**src/rtl/cond_logic_pkg.sv**
```systemverilog
// Shared types for the conditional-execution unit: condition codes and NZCV bit positions.
package cond_logic_pkg;

    typedef enum logic [3:0] {
        EQ = 4'h0, NE = 4'h1, CS = 4'h2, CC = 4'h3,
        MI = 4'h4, PL = 4'h5, VS = 4'h6, VC = 4'h7,
        HI = 4'h8, LS = 4'h9, GE = 4'hA, LT = 4'hB,
        GT = 4'hC, LE = 4'hD, AL = 4'hE, NV = 4'hF
    } cond_e;

    localparam int FLAG_N = 3;
    localparam int FLAG_Z = 2;
    localparam int FLAG_C = 1;
    localparam int FLAG_V = 0;

endpackage

```
**src/rtl/cond_logic_check.sv**
```systemverilog
// Condition evaluator: decides whether the instruction executes, from cond and the stored NZCV flags.
module cond_check
    import cond_logic_pkg::*;
(
    input  logic [3:0] cond,
    input  logic [3:0] flags,
    output logic       cond_ex
);

    logic n, z, c, v, ge;

    assign n  = flags[FLAG_N];
    assign z  = flags[FLAG_Z];
    assign c  = flags[FLAG_C];
    assign v  = flags[FLAG_V];
    assign ge = (n == v);

    always_comb begin
        cond_ex = 1'b1;
        case (cond_e'(cond))
            EQ: cond_ex = z;
            NE: cond_ex = ~z;
            CS: cond_ex = c;
            CC: cond_ex = ~c;
            MI: cond_ex = n;
            PL: cond_ex = ~n;
            VS: cond_ex = v;
            VC: cond_ex = ~v;
            HI: cond_ex = c & ~z;
            LS: cond_ex = ~c | z;
            GE: cond_ex = ge;
            LT: cond_ex = ~ge;
            GT: cond_ex = ~z & ge;
            LE: cond_ex = z | ~ge;
            // NV has no meaning in this core; execute it like AL rather than propagate X
            default: cond_ex = 1'b1;
        endcase
    end

endmodule

```
**src/rtl/cond_logic.sv**
```systemverilog
// ARM conditional-execution unit: holds NZCV, evaluates cond and gates the decoder's side-effect enables.
module cond_logic
    import cond_logic_pkg::*;
(
    input  logic       clk,
    input  logic       reset,
    input  logic       pcs,
    input  logic       reg_w3,
    input  logic       reg_w1,
    input  logic       mem_w,
    input  logic       no_write,
    input  logic [1:0] flag_w,
    input  logic [3:0] cond,
    input  logic [3:0] alu_flags,
    output logic       pc_src,
    output logic       reg_write3,
    output logic       reg_write1,
    output logic       mem_write,
    output logic       carry
);

    logic       cond_ex;
    logic [1:0] flag_write;
    logic [1:0] flags_nz;
    logic [1:0] flags_cv;
    logic [3:0] flags;
    logic       n, z, c, v;

    assign flags = {flags_nz, flags_cv};
    assign n     = flags[FLAG_N];
    assign z     = flags[FLAG_Z];
    assign c     = flags[FLAG_C];
    assign v     = flags[FLAG_V];

    cond_check u_cond_check (
        .cond    (cond),
        .flags   (flags),
        .cond_ex (cond_ex)
    );

    assign flag_write = flag_w & {2{cond_ex}};

    // cond_ex is computed from the pre-edge flags, so an instruction never sees its own result
    always_ff @(posedge clk or negedge reset) begin
        if (!reset)
            flags_nz <= 2'b00;
        else if (flag_write[1])
            flags_nz <= alu_flags[FLAG_N:FLAG_Z];
    end

    always_ff @(posedge clk or negedge reset) begin
        if (!reset)
            flags_cv <= 2'b00;
        else if (flag_write[0])
            flags_cv <= alu_flags[FLAG_C:FLAG_V];
    end

    assign pc_src     = pcs & cond_ex;
    assign mem_write  = mem_w & cond_ex;
    assign reg_write3 = reg_w3 & cond_ex & ~no_write;
    assign reg_write1 = reg_w1 & cond_ex & ~no_write;
    assign carry      = c;

endmodule

```
**config.mk**
```make
export PLATFORM = sky130hd
export DESIGN_NAME = cond_logic
export DESIGN_NICKNAME = d
export VERILOG_FILES = /design/src/rtl/cond_logic_pkg.sv /design/src/rtl/cond_logic_check.sv /design/src/rtl/cond_logic.sv
export SDC_FILE = /design/constraint.sdc
export NUM_CORES = 1
export LEC_CHECK = 0
export ABC_AREA = 1
export CAP_MARGIN = 40
export CORE_AREA = 4 4 43 45
export CTS_CLUSTER_SIZE = 25
export DETAILED_ROUTE_END_ITERATION = 12
export DIE_AREA = 0 0 47 49
export PLACE_DENSITY = 0.66
export RECOVER_POWER = 50
export SLEW_MARGIN = 30
export SYNTH_ARGS = -nofsm -noshare
export SYNTH_HDL_FRONTEND = slang
export SYNTH_SLANG_ARGS = --single-unit
```
**constraint.sdc**
```tcl
create_clock -name clk -period 2.29 [get_ports clk]
set_clock_uncertainty 0.2 [all_clocks]
set_input_delay 0.458 -clock clk [delete_from_list [all_inputs] [get_ports clk]]
set_output_delay 0.458 -clock clk [all_outputs]
set_load 0.02 [all_outputs]
```
==> Word level (Yosys, flattened, before mapping) <==
Cells that the tools add are included.
{ "totals": {"word_cells": 35, "mem_bits_rw": 0, "n_memories": 0, "latch_bits": 0, "romBits": 0, "reg_bits": 4, "output_inout_bits": 5} }
{ "op_classes": {"addsub": 0, "shift": 0, "bitwise_logic": 17, "n_mux": 1, "n_reduce_logical": 1, "n_eq_ne": 14, "multipliers": 0, "order_cmp": 0, "div_mod_pow": 0} }
{ "ops": {"columns": ["cell", "count"], "rows": [
  ["$eq 4x4->1 const B", 6],
  ["$eq 4x3->1 const B", 4],
  ["$pmux 1 s14", 1],
  ["$and 1x1->1", 8],
  ["$eq 4x2->1 const B", 2],
  ["$not 1->1", 6],
  ["$eq 4x1->1 const B", 1],
  ["$logic_not 4->1", 1],
  ["$and 2x2->2", 1],
  ["$or 1x1->1", 2],
  ["$eq 1x1->1", 1]
]} }

==> Depth between registers and ports, before layout <==
Gate-level depths: netlist (run 1).
{ "depth": {"word_depth": 6, "mapped_depth": 11} }

==> Cells and area by module <==
Synthesis (run 1) repeated with hierarchy kept, for this count alone.
{ "hier_totals": {"hier_cells": 77, "hier_area_um2": 409.1} }
{ "modules_own_cells": {"columns": ["mod", "instances", "area_per_inst_um2", "seq_area_each_um2", "cells_per_inst"], "rows": [
  ["cond_check", 1, 205.2, 0.0, 50],
  ["cond_logic", 1, 203.9, 100.1, 27]
]} }

==> Least setup slack after synthesis (run 1) <==
Ideal clock, no wire load.
{ "synth_path": {"kind": "register to output", "start": "register flags_cv[1]", "end": "output reg_write1", "path_slack_ns": 0.284, "t_required_ns": 1.632, "stages_incl_launch_ff": 11, "arrival_time_ns": 1.348, "cell_sequence": "dfrtp_1 > inv_1 > nand2_1 > nand2_1 > nand2_1 > nand2_1 > nor2_2 > nor2_2 > nand2_4 > nand2_1 > nor2_1"} }
{ "synth_between": {"elab_chain_cells": 5} }
{ "synth_lines": {"columns": ["element", "line", "text"], "rows": [
  ["start, declared", "cond_logic.sv:25", "logic [1:0] flags_cv;"],
  ["start signal, assigned", "cond_logic.sv:55", "flags_cv <= alu_flags[FLAG_C:FLAG_V];"],
  ["$not 1->1", "cond_logic_check.sv:24, cond_logic_check.sv:30", null],
  ["$or 1x1->1", "cond_logic_check.sv:30", "LS: cond_ex = ~c | z;"],
  ["$pmux 1 s14 (*)", "cond_logic_check.sv:20", "case (cond_e'(cond))"],
  ["$and 1x1->1 (*) (2 in a row)", "cond_logic.sv:61", "assign reg_write1 = reg_w1 & cond_ex & ~no_write;"],
  ["end, declared", "cond_logic.sv:17", "output logic reg_write1,"]
]} }
Every way passes the cells marked *; elsewhere a longest branch is shown, timed or not.

==> Worst setup path in the final report (run 1) <==
{ "layout_path": {"start": "register flags_cv[0]", "end": "output reg_write1"} }
{ "layout_between": {"elab_chain_cells": 6} }
{ "layout_lines": {"columns": ["element", "line", "text"], "rows": [
  ["$eq 1x1->1", "cond_logic_check.sv:16", "assign ge = (n == v);"],
  ["$not 1->1", "cond_logic_check.sv:32, cond_logic_check.sv:34", null],
  ["$or 1x1->1", "cond_logic_check.sv:34", "LE: cond_ex = z | ~ge;"],
  ["$pmux 1 s14 (*)", "cond_logic_check.sv:20", null],
  ["$and 1x1->1 (*) (2 in a row)", "cond_logic.sv:61", null]
]} }
Marked as above.

==> results of run 1 <==
[power breakdown]
group          total (mW)  switching, mW  internal, mW
Combinational       0.294          0.155         0.139
Clock              0.0844         0.0260        0.0584
Sequential          0.125         0.0270        0.0976
[logic make-up after synthesis]
kind of cell           count (synthesis)  synth area share [%]
AND/OR/NAND/NOR                       57                  59.1
AO/OA/AOI/OAI                          3                  3.51
buffers and inverters                 16                  14.0
flip-flops                             4                  23.4
[worst max path at each step]
| stage | to | start |
|---|---|---|
| 6_report | reg_write1 | flags_cv[0] |
| 5_1_grt | reg_write1 | flags_cv[1] |
| 4_1_cts | reg_write1 | cond[0] |
| 3_5_place_dp | reg_write3 | cond[1] |
| 3_3_place_gp | reg_write3 | cond[3] |
| 2_1_floorplan | reg_write1 | flags_cv[1] |
[cells in the mapped netlist]
master,number
nand2_1,30
inv_1,12
nand3_1,10
nor2_1,10
dfrtp_1,4
a21oi_1,3
inv_2,3
nor2_2,3
nand2_2,2
clkinv_1,1
nand2_4,1
nand3_2,1
[final cells by class]
cell class                 instances  area [um2]
timing repair buffer              28         221
inverter                          16        60.1
clock buffer                       3        22.5
sequential                         4         100
multi-input combinational         60         282
tap                               16        20.0
fill                             168         766
[state kept, by name (all words and copies together), names as in the netlist]
signal and count:
flags_nz 2, flags_cv 2
[through the flow]
stage                     total power, mW  area (um2)  cells  hold slack (ns)  utilization (%)
after floorplan                     0.279         428     80          -0.0376                -
after global placement              0.417         703    123            0.320             47.8
after detailed placement            0.420         703    123            0.319             47.8
after CTS                           0.501         711    126            0.232             48.3
after global routing                0.551         706    127            0.308             48.0
final                               0.503         706    127            0.299             48.0
[routing by layer]
metal | track usage (%) | vias up | share of wire, %
met1 | 12.6 | 234 | 42
met3 | 2.58 | 4 | 9.2
met4 | 5.53 | 0 | 1.3
met5 | 0 | - | 0
met2 | 17.2 | 22 | 47
li1 | - | 306 | -
[worst register-to-register path: stages (launching register included)]
cell and delay, ns:
dfrtp_1 0.40, inv_1 0.08, nand2_2 0.07, nand2_1 0.06
nand2_1 0.05, nand3_1 0.07, nand2_1 0.08, nor2_2 0.13
nand2_4 0.07, buf_4 0.14, nand3_1 0.06, nand2_1 0.05
[timing repair]
item,CTS,global route
buffers inserted,0,1
pin swaps,0,2
resized for setup,25,12
setup endpoints to repair,4,4
==> flow_metrics.tcl, run 1 <==
set metrics [dict create \
    maxSlewViolCount 0 \
    slowest_stage "dfrtp_1" \
    cp_max_fo 4 \
    synth_nets 97 \
    fp.dieH_um 49 \
    crit_cells 11 \
    grt_max_degree 8 \
    slew_headroom_pct 85.6 \
    final.setup.worst_slack_ns 0.134 \
    ys_seq_elements 4 \
    hold_path_class "input pin to asynchronous set/reset pin" \
    yosysTopAreaCellShare_pct 26.3 \
    synth.distinct_cells 12 \
    synth_seq_area_share_pct 23.4 \
    num_vias 566 \
    cts-hold-fix-buffers 0 \
    drcViolationCount 0 \
    power_leakage_nw 0.401 \
    cp_common_cell "nand2_1" \
    cp_cell_sequence "inv_1, nand2_2, nand2_1, nand2_1, nand3_1, nand2_1, nor2_2, nand2_4, nand2_1, nor2_1, buf_4" \
    crit_type "register to primary output" \
    overflow 0 \
    finalSetupTns_ns 0 \
    worstSkewPairLatency_ns 0.23 \
    drive_above_1_share_pct 29.7 \
    hold_viol 0 \
    fin_crit_ns 2.16 \
    critPathTopFamily "simple AND/OR/NAND/NOR gates" \
    grt_pass1_wl_um 1840 \
    worstMarginPinSlew_ns 0.215 \
    antennaDiodeCount 0 \
    cap_violations 0 \
    syn_inst 80 \
    synth_area_leaders "nand2_1 (26%), dfrtp_1 (23%), nand3_1 (12%)" \
    die_w_um 47 \
    h-tree-depth 1 \
    fin_crit_sh_pct 94.2 \
    clock-root-buffer "clkbuf_4" \
    cp-start-kind "register" \
    place_congestion 0.856 \
    finalSetupViolCount 0 \
    final_common_cell "nand2_1" \
    dieArea_um2 2300 \
    status "finished clean" \
    postSynthAreaPerCell_um2 5.35 \
    grt_usage_pct 10.7 \
    r2r-start "flags_cv[0]" \
    final_cell_mix "nand2_1 (28), clkdlybuf4s50_1 (12), inv_1 (11)" \
    portBuffers 21 \
    routed_wl_um 1140 \
    firstDrtPassIters 4 \
    place_ws_ns -0.738 \
    area_delta_synth_final_pct 64.9 \
    max_freq_mhz 464 \
    routedWlPerCell_um 8.97 \
    rows 14 \
    rrSetupSlack_ns 0.73 \
    slowest_delay_ns 0.40 \
    p_per_area_nw_per_um2 713 \
    synth_top_area_cell "nand2_1" \
    via_per_inst 4.46 \
    path_buf_inv 2 \
    yosysWarnings 0 \
    core_area_um2 1470 \
    fin_nets 130 \
    clk_pin_slew_ns 0.03 \
    cts_tree "yes" \
    rr_endpoint "flags_cv[0]" \
    end_kind "primary output" \
    rsz0062_at_grt "false" \
    cts_buffers 3 \
    clkSinkCount 4 \
    cts_max_path_buffers 2 \
    ios 22 \
    synth_area_um2 428 \
    worstPathArrival_ns 1.50 \
    detail-route-antenna-nets 0 \
    grt_pass1_vias 504 \
    critPathRequiredTime_ns 1.63 \
    worst-r2r-cell-count 11 \
    antenna_found_initial 0 \
    start_util_pct 29.1 \
    ir_worst_vdd_mv 0.295 \
    dp_hpwl_um 974 \
    drtIter0Drc 10 \
]
Note: power is estimated with default switching activity, not from simulation.
==> run 2: changes to the inputs <==
- PLACE_DENSITY: 0.66 -> 0.69
- clock period: 2.29 -> 1.9 ns (I/O delays scaled with it)
==> flow_metrics.tcl, run 2 (synthesis gave the netlist of run 1 again) <==
set metrics [dict create \
    status "finished, violations left" \
    failed_checks "negative setup slack" \
    path_buf_inv 2 \
    finalSetupViolCount 4 \
    place_ws_ns -0.958 \
    rsz0062_at_grt "true" \
    cp-start-kind "register" \
    num_vias 555 \
    core_area_um2 1470 \
    cp_max_fo 3 \
    worstPathArrival_ns 1.48 \
    hold_path_class "input pin to asynchronous set/reset pin" \
    drive_above_1_share_pct 33.9 \
    cap_violations 0 \
    clk_pin_slew_ns 0.04 \
    timing.hold.ws_ns 0.213 \
    grt_pass1_vias 441 \
    clock-root-buffer "clkbuf_4" \
    grt_max_degree 7 \
    ir_worst_vdd_mv 0.431 \
    antennaDiodeCount 0 \
    h-tree-depth 1 \
    fin_crit_ns 2.06 \
    reg_top3 "flags_cv (2), flags_nz (2)" \
    final_common_cell "nand2_1" \
    start_util_pct 29.1 \
    cp_cell_sequence "buf_4, a21oi_2, nor2_1, nand2_1, nand2_1, nor2_2, nand2_4, nand2_4, nor2_1, buf_4" \
    die_w_um 47 \
    place_area_um2 703 \
    worstMarginPinSlew_ns 0.224 \
    antenna_found_initial 0 \
    routed_wl_um 1200 \
    maxSlewViolCount 0 \
    drcViolationCount 0 \
    area_delta_synth_final_pct 80.7 \
    cts_max_path_buffers 2 \
    finalPower_mw 0.662 \
    worstSkewPairLatency_ns 0.24 \
    detail-route-antenna-nets 0 \
    fin_nets 131 \
    final_cell_mix "nand2_1 (26), inv_1 (11), clkdlybuf4s50_1 (11)" \
    hold_viol 0 \
    clkSinkCount 4 \
    final.setup.worst_slack_ns -0.163 \
    dp_hpwl_um 906 \
    slowest_stage "dfrtp_1" \
    via_per_inst 4.34 \
    critPathRequiredTime_ns 1.32 \
    rows 14 \
    overflow 0 \
    firstDrtPassIters 5 \
    slew_headroom_pct 85.0 \
    cts-hold-fix-buffers 0 \
    p_per_area_nw_per_um2 856 \
    ios 22 \
    critPathTopFamily "simple AND/OR/NAND/NOR gates" \
    portBuffers 21 \
    fp.dieH_um 49 \
    cts_buffers 3 \
    grt_pass1_wl_um 1750 \
    slowest_delay_ns 0.36 \
    fin_crit_sh_pct 109 \
    power_leakage_nw 0.438 \
    filler_cell_count 157 \
    crit_type "register to primary output" \
    finalSetupTns_ns -0.591 \
    cts_tree "yes" \
    end_kind "primary output" \
    drtIter0Drc 9 \
    routedWlPerCell_um 9.36 \
    max_freq_mhz 485 \
    dieArea_um2 2300 \
    grt_usage_pct 10.3 \
    place_congestion 0.744 \
    fin_area_um2 773 \
]
==> run 2: final timing paths <==
check	startpoint	endpoint	slack, ns	cells after the start
setup / recovery	flags_cv[1]	reg_write1	-0.16	10
hold / removal	reset	flags_cv[0]	0.21	1
setup reg to reg	flags_cv[1]	flags_nz[1]	0.11	12
hold reg to reg	flags_nz[1]	flags_nz[1]	0.33	2
max in group asynchronous	reset	flags_nz[1]	1.12	1
min in group clk	flags_nz[1]	flags_nz[1]	0.33	2
==> run 2: through the flow <==
| step | utilization [%] | cells |
|---|---|---|
| 2_1_floorplan | - | 80 |
| 3_3_place_gp | 47.8 | 123 |
| 3_5_place_dp | 47.8 | 123 |
| 4_1_cts | 49.0 | 127 |
| 5_1_grt | 52.6 | 128 |
| 6_report | 52.6 | 128 |
==> run 2: power by group <==
part           internal (mW)  switching, mW  leakage, nW
Combinational          0.195          0.210        0.375
Sequential             0.118         0.0304       0.0494
Clock                 0.0708         0.0375       0.0138
Total                  0.383          0.278        0.438
==> run 2: area by class of cell <==
class / instances / area [um2] / area share [%]
Timing Repair Buffer: 29 / 268 / 34.6
Inverter: 16 / 60.1 / 7.77
Sequential cell: 4 / 100 / 12.9
Clock buffer: 3 / 22.5 / 2.91
Multi-Input combinational cell: 60 / 303 / 39.2
Tap cell: 16 / 20.0 / 2.59
==> run 2: repair_timing <==
action	4_1_cts	5_1_grt
endpoints found under the hold margin	0	0
buffers inserted	1	1
gates resized for setup	32	16
setup endpoints to repair	4	5
pin swaps	1	4
==> run 2: metal layers <==
layer	track usage [%]	vias to the layer above	routed length, um
li1	-	303	-
met1	13.5	229	482
met2	14.5	20	594
met3	3.32	3	94
met4	5.53	0	27
met5	0	-	0
